==> config.mk <==
export PLATFORM = sky130hd
export DESIGN_NAME = hdr_weight_pipe
export DESIGN_NICKNAME = d
export VERILOG_FILES = /design/src/rtl/hdr_weight_pipe.sv
export SDC_FILE = /design/constraint.sdc
export NUM_CORES = 1
export LEC_CHECK = 0
export ABC_AREA = 1
export ABC_CLOCK_PERIOD_IN_PS = 2600
export CAP_MARGIN = 30
export CORE_ASPECT_RATIO = 1.5
export CORE_MARGIN = 2
export CORE_UTILIZATION = 35
export CTS_BUF_LIST = sky130_fd_sc_hd__clkbuf_4 sky130_fd_sc_hd__clkbuf_8
export DETAILED_ROUTE_END_ITERATION = 10
export PLACE_DENSITY = 0.54
export SLEW_MARGIN = 20
export SYNTH_ARGS = -nofsm -noshare
export SYNTH_HDL_FRONTEND = slang
export SYNTH_SLANG_ARGS = --single-unit
==> constraint.sdc <==
create_clock -name clk -period 2.6 [get_ports clk]
set_input_delay 0.39 -clock clk [delete_from_list [all_inputs] [get_ports clk]]
set_output_delay 0.39 -clock clk [all_outputs]
set_load 0.02 [all_outputs]
==> src/rtl/hdr_weight_pipe.sv <==
// hdr_weight_pipe: per-exposure triangle weights for an HDR merge, two-stage elastic pipeline.
// Optional lane clipping is compiled in when HDR_W_CLIP_EN is defined.
module hdr_weight_pipe #(
    parameter int N         = 8,
    parameter int K         = 3,
    parameter int FRAME_PIX = 307200,
    parameter int CLIP_LO   = 4,
    parameter int CLIP_HI   = (1 << N) - 5
) (
    input  logic                   clk,
    input  logic                   rst,
    input  logic                   in_valid,
    output logic                   in_ready,
    input  logic [K*N-1:0]         in_pix,
    input  logic                   in_last,
    output logic                   out_valid,
    input  logic                   out_ready,
    output logic [K*N-1:0]         out_w,
    output logic [N+$clog2(K)-1:0] out_wsum,
    output logic                   out_last,
    output logic                   out_zero,
    output logic                   len_err
);
    localparam int           SW        = N + $clog2(K);
    localparam logic [23:0]  LAST_IDX  = 24'(FRAME_PIX - 1);
    localparam logic [N-1:0] ONE_N     = {{(N-1){1'b0}}, 1'b1};
    localparam logic [N-1:0] CLIP_LO_P = N'(CLIP_LO);
    localparam logic [N-1:0] CLIP_HI_P = N'(CLIP_HI);
`ifdef HDR_W_CLIP_EN
    localparam bit CLIP_ON = 1'b1;
`else
    localparam bit CLIP_ON = 1'b0;
`endif

    logic           adv;
    logic           accept;
    logic [K*N-1:0] w_next;
    logic [SW-1:0]  wsum_next;

    logic           s1_valid_reg;
    logic [K*N-1:0] s1_w_reg;
    logic           s1_last_reg;

    logic           s2_valid_reg;
    logic [K*N-1:0] s2_w_reg;
    logic [SW-1:0]  s2_wsum_reg;
    logic           s2_last_reg;

    logic [23:0]    pcnt_reg;
    logic           len_err_reg;

    // Both stages move together; a full S2 that is not being drained freezes the whole pipe.
    assign adv      = out_ready || !s2_valid_reg;
    assign in_ready = adv;
    assign accept   = in_valid && adv;

    genvar gi;
    generate
        for (gi = 0; gi < K; gi++) begin : g_lane
            logic [N-1:0] p;
            logic [N-1:0] tri_w;
            logic         clip;
            assign p     = in_pix[gi*N +: N];
            // 2^N - p reduced modulo 2^N is simply -p; the result never exceeds 2^(N-1).
            assign tri_w = p[N-1] ? ({N{1'b0}} - p) : (p + ONE_N);
            assign clip  = CLIP_ON && ((p <= CLIP_LO_P) || (p >= CLIP_HI_P));
            assign w_next[gi*N +: N] = clip ? {N{1'b0}} : tri_w;
        end
    endgenerate

    always_comb begin
        wsum_next = '0;
        for (int e = 0; e < K; e++) begin
            wsum_next = wsum_next + SW'(s1_w_reg[e*N +: N]);
        end
    end

    always_ff @(posedge clk or posedge rst) begin
        if (rst) begin
            s1_valid_reg <= 1'b0;
            s1_w_reg     <= '0;
            s1_last_reg  <= 1'b0;
        end else if (adv) begin
            s1_valid_reg <= in_valid;
            s1_w_reg     <= w_next;
            s1_last_reg  <= in_last;
        end
    end

    always_ff @(posedge clk or posedge rst) begin
        if (rst) begin
            s2_valid_reg <= 1'b0;
            s2_w_reg     <= '0;
            s2_wsum_reg  <= '0;
            s2_last_reg  <= 1'b0;
        end else if (adv) begin
            s2_valid_reg <= s1_valid_reg;
            s2_w_reg     <= s1_w_reg;
            s2_wsum_reg  <= wsum_next;
            s2_last_reg  <= s1_last_reg;
        end
    end

`ifdef HDR_W_CLIP_EN
    // Unclipped weights are at least 1, so a zero sum means every lane was clipped.
    logic s2_zero_reg;
    always_ff @(posedge clk or posedge rst) begin
        if (rst) begin
            s2_zero_reg <= 1'b0;
        end else if (adv) begin
            s2_zero_reg <= (wsum_next == '0);
        end
    end
    assign out_zero = s2_zero_reg;
`else
    assign out_zero = 1'b0;
`endif

    // Frame length tracking: a frame ends at in_last or by overrunning FRAME_PIX beats.
    always_ff @(posedge clk or posedge rst) begin
        if (rst) begin
            pcnt_reg    <= '0;
            len_err_reg <= 1'b0;
        end else if (accept) begin
            if (in_last) begin
                pcnt_reg <= '0;
                if (pcnt_reg != LAST_IDX) begin
                    len_err_reg <= 1'b1;
                end
            end else if (pcnt_reg == LAST_IDX) begin
                pcnt_reg    <= '0;
                len_err_reg <= 1'b1;
            end else begin
                pcnt_reg <= pcnt_reg + 24'd1;
            end
        end
    end

    assign out_valid = s2_valid_reg;
    assign out_w     = s2_w_reg;
    assign out_wsum  = s2_wsum_reg;
    assign out_last  = s2_last_reg;
    assign len_err   = len_err_reg;

endmodule

==> summary.md, run 1 <==
| Metric | Value |
|---|---|
| Pin count of the biggest net entering global routing | 54 |
| Final antenna-violating net count | 0 |
| Post-route minimum period | roughly 2.2 ns |
| Htree depth | 3 |
| Final setup fails | 0 |
| Setup crit start kind | flop |
| Reg clk slew, reported paths | 0.08 ns |
| First-pass GRT wire length | between 20,000 and 25,000 µm |
| Non-Filler Instances | 937 |
| IO Port Bufs | 66 |
| Number of global-route vias before repair | roughly 4,400 |
| Syn_nets | 720 |
| Power Dens Cells | slightly above 700 mW/mm² |
| CTS tree | built |
| Avg WL per Cell | about 14 µm |
| Routed WL | between 10,000 and 15,000 µm |
| Fraction of registers with async set/reset | between 90% and 100% |
| Worst setup path class | reg -> reg |
| Crit path required time | between 2 and 3 ns |
| Dpl ws | between 0.3 and 0.4 ns |
| Hold_buf cts | 0 |
| Clock sinks | just under 90 |
| RePlAce Congestion | about 0.86 |
| Crit-path cells | fa_1 -> ha_1 -> fa_1 -> nand3_1 -> nand3_1 -> nand3_1 -> nand2_1 -> nand2_1 -> nand2_1 -> o21ai_0 |
| Post-synth EDFFs | 0 |
| DRC viols | 0 |
| Worst-Skew Late Latency | 0.36 ns |
| Post-CTS Setup Inserts | 0 |
| Via count | ~4,400 |
| Nets | 788 |
| Synth Register Bits | 87 |
| Main synth FF type | dfrtp_1 |
| Iter 0 DRT Violations | 151 |
| # rows | 54 |
| Total global-route track usage | between 15 and 20% |
| HPWL Detailed | just over 10,000 µm |
| Die Height | roughly 150 µm |
| # IOs | between 60 and 70 |
| Power after layout | ~4400 µW |
| Worst min-delay path class | in -> async |
| Share of layout cells above drive strength 1 | approximately 7.4% |
| Max Cap Viol | 0 |
| Total grt overflow | 0 |
| Clock Tree Buf Depth | 2 |
| Area of the mapped netlist | roughly 0.0051 mm² |
| Largest stage delay on the critical path | 0.48 ns |
| Crit path arrival time | 2.51 ns |
| Core area | ~0.014 mm² |
| Drt pass-1 iters | 4 |
| Initial antenna violation count | 0 |
| Root Buffer | clkbuf_8 |
| Area Growth Syn to Fin | 22.2% |
| Worst Setup End Kind | flop |
| Sequential fraction of the synthesis area | a little over two fifths |
| Yosys warns | 0 |
| Setup TNS | 0 ns |
| Slowest stage cell, crit path | fa_1 |
| Worst setup margin | between 0.3 and 0.4 ns |
| Starting Density | a little over a third |
| Unrepaired setup endpoints after global routing | false |
| Final hold violation count | 0 |
| F_max | ~450 MHz |
| Status | finished clean |
| Largest fanout on the critical path | 3 |
| Worst VDD drop | 287 µV |
| Final core occ | around 43% |
| Placed cell count | 921 |
| Synth cell types | 36 |
| Num CTS Buffers | 9 |
| Full die area | approximately 0.016 mm² |
| Mapped Cells | around 670 |
| Leak | a little over 0.003 µW |
| Resize count post-CTS | 0 |
| Die width | 103 µm |
| Fin crit share | 86.2% |
| Average footprint of a synthesized cell | about 7.6 µm² |
| Post-DR vias/cell | approximately 4.7 |
| Antenna Cells | 0 |
| Pins Over Slew Limit | 0 |
| Clock Skew | slightly above 0.01 ns |
layout by cell type (no fill, tap or decap), drive strengths merged, types with 3 or more instances in the layout:
| cell type | instances |
|---|---|
| clkbuf | 13 |
| nor2 | 82 |
| xor2 | 7 |
| xnor2 | 4 |
| o22ai | 3 |
| inv | 83 |
| nand3b | 3 |
| nand3 | 51 |
| a21oi | 15 |
| buf | 6 |
| nand4 | 16 |
| nor3 | 6 |
| nand2 | 227 |
| ha | 14 |
| o21ai | 38 |
| clkdlybuf4s50 | 66 |
| dfrtp | 87 |
| fa | 9 |
synthesized netlist by cell type (2+ instances only):
cell type  number  share of area, %
nor3_1          6              0.59
fa_1            9               3.5
clkbuf_1        8              0.59
a21oi_1        15               1.5
inv_1          81               6.0
nor2_2          7              0.86
o21ai_0        37               3.6
xnor2_1         4              0.69
nand4_1        15               1.8
nand3_1        45               4.4
nand3_4         2              0.69
nand2_1       222                16
nor2_1         67               4.9
xor2_1          7               1.2
nand2_4         4              0.88
nand3_2         4              0.78
buf_6           2              0.44
inv_2           3              0.22
buf_2           4              0.39
ha_1           14               3.4
nor2_4          7               1.5
o22ai_1         3              0.37
nand3b_1        3              0.44
dfrtp_1        87                43
final cells by class:
class,instances,area (µm²)
clock buffers,13,166
clock inverters,3,65.1
fillers,1473,8150
inverters,85,328
multi-input cells,481,2520
flip-flops and latches,87,2180
well taps,196,245
repair buffers,72,731
cells by family (layout without fill, tap and decap cells):
logic type | count (synthesis) | in the layout | share of synthesized area (%)
fa+ha+maj | 23 | 23 | 6.96
compound gates | 60 | 60 | 6.20
simple gates | 386 | 386 | 34.3
flops | 87 | 87 | 42.6
other cells | 1 | 1 | 0.0734
xor+xnor | 11 | 11 | 1.89
buf+inv | 100 | 173 | 7.91
through the flow:
step	hold slack, ns	instance area (µm²)
final	0.448	6240
after global routing	0.453	6240
after CTS	0.441	6240
after detailed placement	0.446	6010
after global placement	0.438	6010
after floorplan	0.420	5110
power breakdown:
part           switching, µW  internal, µW
clock                    487           615
sequential               197          1580
combinational            876           652
total                   1560          2850
per-layer routing:
metal	GRT usage, %	wire length (µm)	up-vias	part of all wire (%)
met1	20.1	5270	2082	40
met3	2.67	305	20	2.3
met5	0	0	-	0
met4	6.60	353	0	2.7
met2	32.5	7240	69	55
li1	-	-	2232	-
worst paths after layout:
kind | startpoint | end | slack, ns | cells after the start
min in group clk | s1_valid_reg | out_valid | 0.46 | 2
setup reg to reg | s1_w_reg[1] | out_wsum[7] | 0.36 | 10
max in group asynchronous | rst | s1_w_reg[16] | 1.85 | 3
hold / removal | rst | out_w[4] | 0.45 | 3
hold reg to reg | s1_valid_reg | out_valid | 0.46 | 2
setup / recovery | s1_w_reg[1] | out_wsum[7] | 0.36 | 10
worst max-delay path: cells and delay by family (launching register included):
family	cells	cell delay, ns
simple gates	6	0.49
compound gates	1	0.15
flops	1	0.42
fa+ha+maj	3	1.11
(Power assumes the default switching activity.)
==> run 2, diff against run 1 <==
--- a/config.mk
+++ b/config.mk
@@ -14,7 +14,6 @@
 export CTS_BUF_LIST = sky130_fd_sc_hd__clkbuf_4 sky130_fd_sc_hd__clkbuf_8
 export DETAILED_ROUTE_END_ITERATION = 10
 export PLACE_DENSITY = 0.54
-export SLEW_MARGIN = 20
 export SYNTH_ARGS = -nofsm -noshare
 export SYNTH_HDL_FRONTEND = slang
 export SYNTH_SLANG_ARGS = --single-unit
==> results of run 2 <==
The final DEF is identical to that of run 1; final timing and power are the same.
==> run 3, diff against run 2 <==
--- a/config.mk
+++ b/config.mk
@@ -13,7 +13,7 @@
 export CORE_UTILIZATION = 35
 export CTS_BUF_LIST = sky130_fd_sc_hd__clkbuf_4 sky130_fd_sc_hd__clkbuf_8
 export DETAILED_ROUTE_END_ITERATION = 10
-export PLACE_DENSITY = 0.54
+export PLACE_DENSITY_LB_ADDON = 0.05
 export SYNTH_ARGS = -nofsm -noshare
 export SYNTH_HDL_FRONTEND = slang
 export SYNTH_SLANG_ARGS = --single-unit
==> run 3 against run 2 <==
Effect of this change: fmax shrank 0.40%; global-route usage increased by 0.78 points; first-iteration DRC count decreased by 27%; final area hardly changed; largest cell class unchanged; via count decreased by 0.27%; sequential power about the same; clock skew grew 0.0015 ns.
==> summary.md, run 3 (synthesis gave the netlist of run 1 again) <==
| Metric | Value |
|---|---|
| Status | finished clean |
| Area Growth Syn to Fin | 22.2% |
| Hold_buf cts | 0 |
| Setup TNS | 0 ns |
| Post-route minimum period | roughly 2.2 ns |
| Iter 0 DRT Violations | 110 |
| Unrepaired setup endpoints after global routing | false |
| R2R Path End | out_wsum[7] |
| Most frequent cells in the layout | nand2_1, dfrtp_1, inv_1 |
| # fillers | around 1,500 |
| R2R cell count | 10 |
| Post-CTS Setup Inserts | 0 |
| Commonest non-fill, non-tap cell in the layout | nand2_1 |
| Via count | between 4,000 and 5,000 |
| Start point of the critical path | s1_w_reg[1] |
| Crit path required time | roughly 2.9 ns |
| Setup crit start kind | flop |
| Worst min-delay path class | in -> async |
| First-pass GRT wire length | between 20,000 and 25,000 µm |
| Initial antenna violation count | 0 |
| DRC viols | 0 |
| Full die area | about 0.016 mm² |
| Worst setup path endpoint | out_wsum[7] |
| CTS tree | built |
| Max Cap Viol | 0 |
| Antenna Cells | 0 |
| Worst Setup End Kind | flop |
| Leak | a little over 0.003 µW |
| Flop2flop setup slack | 0.35 ns |
| Reg clk slew, reported paths | roughly 0.10 ns |
| Worst VDD drop | around 270 µV |
| Clock Tree Buf Depth | 2 |
| Clock Skew | 0.0119 ns |
| Nets | 788 |
| Num CTS Buffers | 9 |
| Final antenna-violating net count | 0 |
| Number of global-route vias before repair | ~4,500 |
| Routed WL | 13,500 µm |
| Pin count of the biggest net entering global routing | 72 |
| # rows | 54 |
| Final setup fails | 0 |
| Share of layout cells above drive strength 1 | 7.42% |
| Worst setup path class | reg -> reg |
| Worst R2R Start | s1_w_reg[1] |
| Root Buffer | clkbuf_8 |
| Clock sinks | 87 |
| Die Height | about 150 µm |
| RePlAce Congestion | around 0.92 |
| Die width | 103 µm |
| Total grt overflow | 0 |
| Pins Over Slew Limit | 0 |
| Resize count post-CTS | 0 |
| Final hold violation count | 0 |
| Largest fanout on the critical path | 3 |
| Dpl ws | approximately 0.35 ns |
| Worst setup margin | ~0.35 ns |
| IO Port Bufs | 66 |
| Htree depth | 3 |
| Drt pass-1 iters | 4 |
| Fin crit share | between 80% and 90% |
| Power Dens Cells | 715 mW/mm² |
| Crit path arrival time | approximately 2.5 ns |
| Worst-Skew Late Latency | 0.37 ns |
| F_max | approximately 440 MHz |
| HPWL Detailed | ~11,000 µm |
| Core area | between 0.01 and 0.015 mm² |
| # IOs | 68 |
| Total global-route track usage | 18.5% |
| Starting Density | between 30% and 40% |
| Post-DR vias/cell | around 4.7 |
| Avg WL per Cell | about 14 µm |
run 3: metal layers:
metal	part of all wire [%]	track usage (%)	up-vias
met1	38	20.0	2070
met2	56	34.7	67
met5	0	0	-
li1	-	-	2227
met3	2.0	1.75	27
met4	3.6	8.95	0
run 3: area by class of cell:
type,instances,area [µm²],area share [%]
clock inverter,7,121,1.95
tap,196,245,3.93
multi-input combinational,481,2520,40.5
clock buffer,9,124,1.99
timing repair buffer,72,718,11.5
sequential,87,2180,34.9
inverter,85,328,5.25
run 3: per-stage QoR:
stage	power [µW]	hold WS [ns]	util (%)	cell area (µm²)	cells
after floorplan	2690	0.420	-	5110	668
after global placement	3350	0.440	41.6	5990	921
after detailed placement	3370	0.439	41.6	5990	921
after CTS	4530	0.372	43.3	6240	937
after global routing	4780	0.380	43.3	6240	937
final	4460	0.365	43.3	6240	937
run 3: worst min-delay path by stage:
stage	slack [ns]	cells past startpoint	to	start
6_report	0.37	2	out_valid	rst
5_1_grt	0.38	2	out_valid	rst
4_1_cts	0.37	2	out_valid	rst
3_5_place_dp	0.44	2	out_valid	s1_valid_reg
3_3_place_gp	0.44	2	out_valid	s1_valid_reg
2_1_floorplan	0.42	2	out_valid	s1_valid_reg
run 3: critical path, stage by stage (launching register included):
cell,delay (ns)
dfrtp_1,0.42
fa_1,0.49
ha_1,0.24
fa_1,0.40
nand3_1,0.10
nand3_1,0.10
nand3_1,0.09
nand2_1,0.06
nand2_1,0.08
nand2_1,0.05
o21ai_0,0.14
run 3: where the power goes:
part           switching (µW)  leakage [µW]  internal, µW
sequential                196       0.00109          1580
combinational             875       0.00181           654
clock                     511      0.000123           642
total                    1580       0.00303          2880
